$ cat config.mk
export PLATFORM = sky130hd
export DESIGN_NAME = int_service_ctrl
export DESIGN_NICKNAME = d
export VERILOG_FILES = /design/src/rtl/int_service_ctrl.sv
export SDC_FILE = /design/constraint.sdc
export NUM_CORES = 1
export LEC_CHECK = 0
export CAP_MARGIN = 20
export CORE_UTILIZATION = 30
export DETAILED_ROUTE_END_ITERATION = 16
export GPL_TIMING_DRIVEN = 1
export SETUP_SLACK_MARGIN = 0.05
export SLEW_MARGIN = 10
export SYNTH_ARGS = -nofsm -noshare
export SYNTH_HDL_FRONTEND = slang
export SYNTH_SLANG_ARGS = --single-unit
$ cat constraint.sdc
create_clock -name clk -period 2.1 [get_ports clk]
set_input_delay 0.63 -clock clk [delete_from_list [all_inputs] [get_ports clk]]
set_output_delay 0.63 -clock clk [all_outputs]
set_load 0.01 [all_outputs]
$ cat src/rtl/int_service_ctrl.sv
// rtl/int_service_ctrl.sv - sequencer for the 4-input vectored priority interrupt system
// Drives the load/clear/disable strobes, raises irq, captures the vector and serialises mask writes.
module int_service_ctrl #(
    parameter int SAMPLE_DIV  = 4,
    parameter int ACK_TIMEOUT = 16,
    parameter int VEC_W       = 16
) (
    input  logic             clk,
    input  logic             rst,
    input  logic             intPendingIn,
    input  logic [VEC_W-1:0] isrAddrIn,
    input  logic             irqAck,
    input  logic             iret,
    input  logic             maskWr,
    input  logic [3:0]       maskData,
    input  logic             globalEn,
    output logic             ldIntReg,
    output logic             clrIntReg,
    output logic             ldMask,
    output logic             clrMask,
    output logic [3:0]       intMask,
    output logic             clrPend,
    output logic             intDisable,
    output logic             irq,
    output logic [VEC_W-1:0] isrVector,
    output logic             inService
);

    typedef enum logic [2:0] {
        S_INIT, S_IDLE, S_EVAL, S_REQ, S_SERVICE, S_CLEAR
    } state_t;

    localparam logic [7:0] CNT_LAST = 8'(SAMPLE_DIV - 1);
    localparam logic [8:0] TMO_LIM  = 9'(ACK_TIMEOUT);

    state_t           state_q, state_d;
    logic [7:0]       cnt_q, cnt_d, cnt_inc;
    logic [7:0]       tmo_q, tmo_d;
    logic             eval_q, eval_d;
    logic             ldint_q, ldint_d;
    logic             ldmask_q, ldmask_d;
    logic [3:0]       mask_q, mask_d;
    logic             clrint_q, clrint_d;
    logic             clrmask_q, clrmask_d;
    logic             clrpend_q, clrpend_d;
    logic             intdis_q, intdis_d;
    logic             irq_q, irq_d;
    logic [VEC_W-1:0] vec_q, vec_d;
    logic             insvc_q, insvc_d;

    // The sample counter keeps running through EVAL so the sampling period stays SAMPLE_DIV.
    assign cnt_inc = (cnt_q == CNT_LAST) ? 8'd0 : cnt_q + 8'd1;

    always_comb begin
        state_d   = state_q;
        cnt_d     = cnt_q;
        tmo_d     = 8'd0;
        eval_d    = 1'b0;
        ldmask_d  = 1'b0;
        mask_d    = mask_q;
        clrint_d  = 1'b1;
        clrmask_d = 1'b1;
        clrpend_d = 1'b1;
        intdis_d  = ~globalEn;
        irq_d     = 1'b0;
        vec_d     = vec_q;
        insvc_d   = 1'b0;
        case (state_q)
            S_INIT: begin
                state_d = S_IDLE;
                cnt_d   = 8'd0;
            end
            S_IDLE: begin
                if (globalEn) cnt_d = cnt_inc;
                if (ldint_q) state_d = S_EVAL;
            end
            S_EVAL: begin
                if (globalEn) cnt_d = cnt_inc;
                eval_d = ~eval_q;
                if (eval_q) begin
                    if (intPendingIn) begin
                        state_d = S_REQ;
                        irq_d   = 1'b1;
                    end else begin
                        state_d = S_IDLE;
                    end
                end
            end
            S_REQ: begin
                if (irqAck) begin
                    state_d  = S_SERVICE;
                    vec_d    = isrAddrIn;
                    insvc_d  = 1'b1;
                    intdis_d = 1'b1;
                end else if (!globalEn || ({1'b0, tmo_q} + 9'd1 == TMO_LIM)) begin
                    state_d   = S_IDLE;
                    clrpend_d = 1'b0;
                end else begin
                    irq_d = 1'b1;
                    tmo_d = tmo_q + 8'd1;
                end
            end
            S_SERVICE: begin
                insvc_d  = 1'b1;
                intdis_d = 1'b1;
                if (iret) begin
                    state_d   = S_CLEAR;
                    insvc_d   = 1'b0;
                    clrint_d  = 1'b0;
                    clrpend_d = 1'b0;
                    vec_d     = '0;
                end
            end
            S_CLEAR: begin
                state_d = S_IDLE;
                cnt_d   = 8'd0;
            end
            default: state_d = S_INIT;
        endcase
        if (state_q != S_INIT && maskWr) begin
            ldmask_d = 1'b1;
            mask_d   = maskData;
        end
        // Decided one cycle ahead so ldIntReg is a registered output.
        ldint_d = (state_d == S_IDLE) && (cnt_d == CNT_LAST) && globalEn;
    end

    always_ff @(posedge clk or posedge rst) begin
        if (rst) begin
            state_q   <= S_INIT;
            cnt_q     <= 8'd0;
            tmo_q     <= 8'd0;
            eval_q    <= 1'b0;
            ldint_q   <= 1'b0;
            ldmask_q  <= 1'b0;
            mask_q    <= 4'd0;
            clrint_q  <= 1'b0;
            clrmask_q <= 1'b0;
            clrpend_q <= 1'b0;
            intdis_q  <= 1'b1;
            irq_q     <= 1'b0;
            vec_q     <= '0;
            insvc_q   <= 1'b0;
        end else begin
            state_q   <= state_d;
            cnt_q     <= cnt_d;
            tmo_q     <= tmo_d;
            eval_q    <= eval_d;
            ldint_q   <= ldint_d;
            ldmask_q  <= ldmask_d;
            mask_q    <= mask_d;
            clrint_q  <= clrint_d;
            clrmask_q <= clrmask_d;
            clrpend_q <= clrpend_d;
            intdis_q  <= intdis_d;
            irq_q     <= irq_d;
            vec_q     <= vec_d;
            insvc_q   <= insvc_d;
        end
    end

    assign ldIntReg   = ldint_q;
    assign clrIntReg  = clrint_q;
    assign ldMask     = ldmask_q;
    assign clrMask    = clrmask_q;
    assign intMask    = mask_q;
    assign clrPend    = clrpend_q;
    assign intDisable = intdis_q;
    assign irq        = irq_q;
    assign isrVector  = vec_q;
    assign inService  = insvc_q;

endmodule

Word-level counts from Yosys, hierarchy flattened
Cells that the tools add are included.
{ "classes": {"add_sub_neg": 3, "mul": 0, "div_mod_pow": 0, "order_cmp": 0, "eq_ne": 11, "n_shift": 0, "n_mux": 31, "n_bitwise": 2, "n_reduce_logical": 11} }
{ "ops": {"columns": ["cell", "count"], "rows": [
  ["$mux W8", 5],
  ["$mux W16", 2],
  ["$pmux W16 S2", 1],
  ["$add A8 B1 Y8 const B", 2],
  ["$eq A8 B2 Y1 const B", 2],
  ["$pmux W8 S2", 1],
  ["$mux W3", 5],
  ["$pmux W3 S5", 1],
  ["$mux W1", 11],
  ["$add A8 B1 Y9 const B", 1],
  ["$eq A9 B5 Y1 const B", 1],
  ["$pmux W1 S2", 4],
  ["$eq A3 B1 Y1 const B", 2],
  ["$eq A3 B2 Y1 const B", 2],
  ["$eq A3 B3 Y1 const B", 2],
  ["$ne A2 B2 Y1 const B", 2],
  ["$reduce_or A2 Y1", 2],
  ["$logic_and A1 B1 Y1", 3],
  ["$logic_not A3 Y1", 1],
  ["$reduce_and A3 Y1", 1],
  ["$reduce_bool A3 Y1", 1],
  ["$mux W2", 1],
  ["$not A1 Y1", 2],
  ["$reduce_bool A2 Y1", 1],
  ["2 further kinds", 2]
]} }
{ "word_totals": {"register_bits": 48, "latchBits": 0, "ramBits": 0, "rom_bits": 0, "inputBits": 27, "output_inout_bits": 28, "word_cells": 72, "n_memories": 0} }

Logic depth before layout (Yosys ltp)
{ "logic_depth": {"word_depth": 9, "depth_mapped": 8, "ltp_nobuf": 6} }

Worst setup path after synthesis
OpenSTA, ideal clock, no wires.
{ "synth_path": {"path_kind": "in2reg", "start": "input port globalEn", "end": "register ldint_q, in the netlist ldIntReg", "setup_ps": 121, "arrival_ps": 1795, "required_ps": 1979, "slack_ps": 184, "path_stages": 6, "path_buffers": 1, "cell_sequence": "buf_4 > or4bb_1 > o31ai_4 > a32oi_2 > nand4_1 > and4b_1"} }
{ "synth_via": {"word_cells_on_any_way": 11, "cone_classes": "eq/ne: 2; mux: 5; reduce/logical: 4"} }
{ "synth_lines": {"columns": ["element", "line", "rtl"], "rows": [
  ["from (decl)", "16", "input logic globalEn,"],
  ["$mux W8", "74, 78", null],
  ["$pmux W8 S2", "68", "case (state_q)"],
  ["net cnt_d[1]", "37", "logic [7:0] cnt_q, cnt_d, cnt_inc;"],
  ["$eq A8 B2 Y1", "125", "ldint_d = (state_d == S_IDLE) && (cnt_d == CNT_LAST) && globalEn;"],
  ["$logic_and A1 B1 Y1 (2 in a row)", "125", null],
  ["net ldint_d", "40", "logic ldint_q, ldint_d;"],
  ["to (signal assigned)", "149", "ldint_q <= ldint_d;"],
  ["to (decl)", "40", null]
]} }
The timed path passes the listed nets, and every way through them passes these cells.
A chain may end at the register's enable or synchronous reset.

Final worst setup path
{ "layout_path": {"start": "register intdis_q, in the netlist intDisable", "end": "output port intDisable"} }
{ "layout_lines": {"columns": ["element", "line", "rtl"], "rows": [
  ["from (decl)", "46", "logic intdis_q, intdis_d;"],
  ["from (signal assigned)", "155", "intdis_q <= intdis_d;"],
  ["to (decl)", "23", "output logic intDisable,"]
]} }
No word-level cell between the ends.

==> out/results.tsv <==
metric	value	unit
run status	complete, no violations	
Multi-input gate area	992	µm²
CTS root buffer	clkbuf_8	
Final min period	1960	ps
PostCTS Resize Cnt	0	
WL final	4880	µm
WP depth	1	
RSZ-0062 raised after global routing	no	
# rows	31	
Post-route DRC	0	
Mapped Avg Cell Area	9.77	µm²
Clock transition at path regs	80	ps
DR WL/cell	12.2	µm
dpl cells	393	
share of layout cells above drive strength 1	0.139	
IO buf count	54	
Final Cycle Share	0.935	
Fin. Hold Viols	0	
Synth Cell Area	2310	µm²
Max Fclk	0.509	GHz
area occupied by registers	1200	µm²
power per cell area	952	nW/µm²
non-filler cells, final	401	
crit path capture	intDisable	
Max rail drop VDD	0.401	mV
sequential area share after synthesis	0.521	
final hold slack	470	ps
# H-tree levels	2	
detail-routed via count per cell	4.57	
clk_lat worst skew	300	ps
Initial Utilization	0.315	
overall power	3010	µW
worst min path class	register to register	
LEAKAGE	0.00135	µW
CORE AREA	7330	µm²
Mapped Cells	236	
first-pass GRT wire length	8040	µm
Pre-Repair DR Iteration Count	4	
Final Max Slew Viols	0	
worst reg2reg endpoint	ldIntReg	
Data arrival, critical path	1330	ps
Final setup viols	0	
DP Wirelength	3520	µm
pre-CTS setup slack	-266	ps
CP max FO	1	
worst endpoint required time	1470	ps
Crit Reg-Reg Startpoint	cnt_q[1]	
startpoint type of the worst setup path	register	
CP max-delay cell	dfstp_2	
Boundary Pins	55	
crit-path max cell delay	520	ps
Crit path buffers/inverters	1	
# clock sinks	48	
Clock Path Buffers	2	
crit path launch	intDisable	
area delta synth->final	37.0	%
Yosys cell types	45	
clock skew	9.25	ps
Max Cap Viol	0	
GRT Util Overall	0.132	
Iter 0 DRT Violations	64	
Synthesis Warnings	0	
initial antenna violation count	0	
R2R Setup Slk	170	ps
Antenna Violating Nets Remaining	0	
RD Place Congestion	0.776	
grt ovf	0	
post-layout net count	331	
total setup buffers inserted after CTS	0	
r2r worst-path depth	6	
CTS tree	yes	
setup ws final	137	ps
CTS Buf Count	5	
hold bufs inserted after CTS	0	
Die Area	8040	µm²
Die H	89.7	µm
#FFs+latches synth	48	
die width	89.7	µm
total number of vias	1833	
Crit. End Element	output port	
largest net degree at the start of global routing	49	
Crit path max-delay family	flip-flops	
Final TNS setup	0	ps
number of diodes	0	
fillers	723	
worst-path cell chain	clkdlybuf4s50_1	
critical path type	register to output port	
vias in the first global route	1746	
Net Count, Synth	266	
cell families (layout without fill, tap and decap cells):
group	after synthesis	in the layout	share of synthesized area
adder cells (fa/ha/maj)	3	3	0.0163
buffers and inverters	25	91	0.0532
multiplexers	6	6	0.0288
AO/OA/AOI/OAI	41	41	0.119
flip-flops	48	48	0.521
other	1	1	0.00163
AND/OR/NAND/NOR	98	98	0.207
XOR/XNOR	14	14	0.0532
how the worst min path moves through the flow:
stage          startpoint  endpoint  slack [ps]  cells after the start
2_1_floorplan      eval_q    eval_q         440                      1
3_3_place_gp       eval_q    eval_q         460                      1
5_1_grt            eval_q    eval_q         510                      1
4_1_cts            eval_q    eval_q         480                      1
6_report           eval_q    eval_q         470                      1
3_5_place_dp       eval_q    eval_q         460                      1
per-layer routing:
metal / vias to the layer above / share of wire / track usage
li1: 925 / - / -
met1: 857 / 0.47 / 0.161
met2: 45 / 0.46 / 0.221
met4: 0 / 0.016 / 0.0548
met3: 6 / 0.054 / 0.0338
met5: - / 0 / 0
registers in the layout, summed over array words and instances, names as in the netlist:
| name | cells |
|---|---|
| clrIntReg | 1 |
| inService | 1 |
| eval_q | 1 |
| ldMask | 1 |
| clrPend | 1 |
| intDisable | 1 |
| tmo_q | 8 |
| ldIntReg | 1 |
| state_q | 3 |
| cnt_q | 8 |
| intMask | 4 |
| clrMask | 1 |
| isrVector | 16 |
| irq | 1 |
cell usage in the layout (no fill, tap or decap), drive strengths merged, types with 2 or more instances in the layout:
cell            n
nor3            4
nand2b          2
o21ai          20
o31ai           3
and3            4
dfrtp          47
o21bai          2
and4b           2
nor2           21
nor2b           2
mux2            5
nand4           3
a21oi           7
xor2            7
nand4b          3
buf            18
clkdlybuf4s50  53
xnor2           7
nor3b           2
clkbuf          6
nand2          42
ha              3
nand3           7
inv            11
and4            2
synth_stat cells, drive strengths merged:
master	n	area, µm²
o221a	1	11.3
nor3b	2	15.0
o31ai	3	36.3
and4	2	17.5
or3	1	6.26
dfstp	1	26.3
nand3	7	35.0
or4	1	11.3
and3	4	26.3
nand4b	3	26.3
buf	9	62.6
or4bb	1	11.3
inv	11	41.3
a211oi	1	7.51
mux2i	1	10.0
clkbuf	5	18.8
and4b	2	20.0
conb	1	3.75
xnor2	7	61.3
o21ai	20	100
o311ai	1	8.76
a32oi	1	16.3
a21oi	7	35.0
o311a	1	10.0
o211ai	1	7.51
nand2b	2	12.5
nand2	42	158
and2b	1	7.51
a22o	1	8.76
ha	3	37.5
nor2	21	78.8
nand4	3	18.8
nor3	4	20.0
nor2b	2	12.5
xor2	7	61.3
dfrtp	47	1180
o21bai	2	15.0
o2111ai	1	8.76
a31o	1	8.76
mux2	5	56.3
power breakdown:
group          leakage [µW]  total, µW  switching [µW]  internal [µW]
Clock             0.0000552        640             287            353
Sequential         0.000616       1280             152           1130
Combinational      0.000675       1080             480            604
area by class of cell:
type,count,area share
clock buffers,6,0.0230
flip-flops and latches,48,0.381
well taps,99,0.0392
multi-input cells,163,0.314
repair buffers,72,0.219
clock inverters,2,0.0111
inverters,11,0.0131
per-stage QoR:
step / utilization / cell area [µm²]
2_1_floorplan: - / 2310
3_3_place_gp: 0.414 / 3040
3_5_place_dp: 0.414 / 3040
4_1_cts: 0.429 / 3140
5_1_grt: 0.431 / 3160
6_report: 0.431 / 3160
No activity file was read; power rests on OpenSTA's default activity.
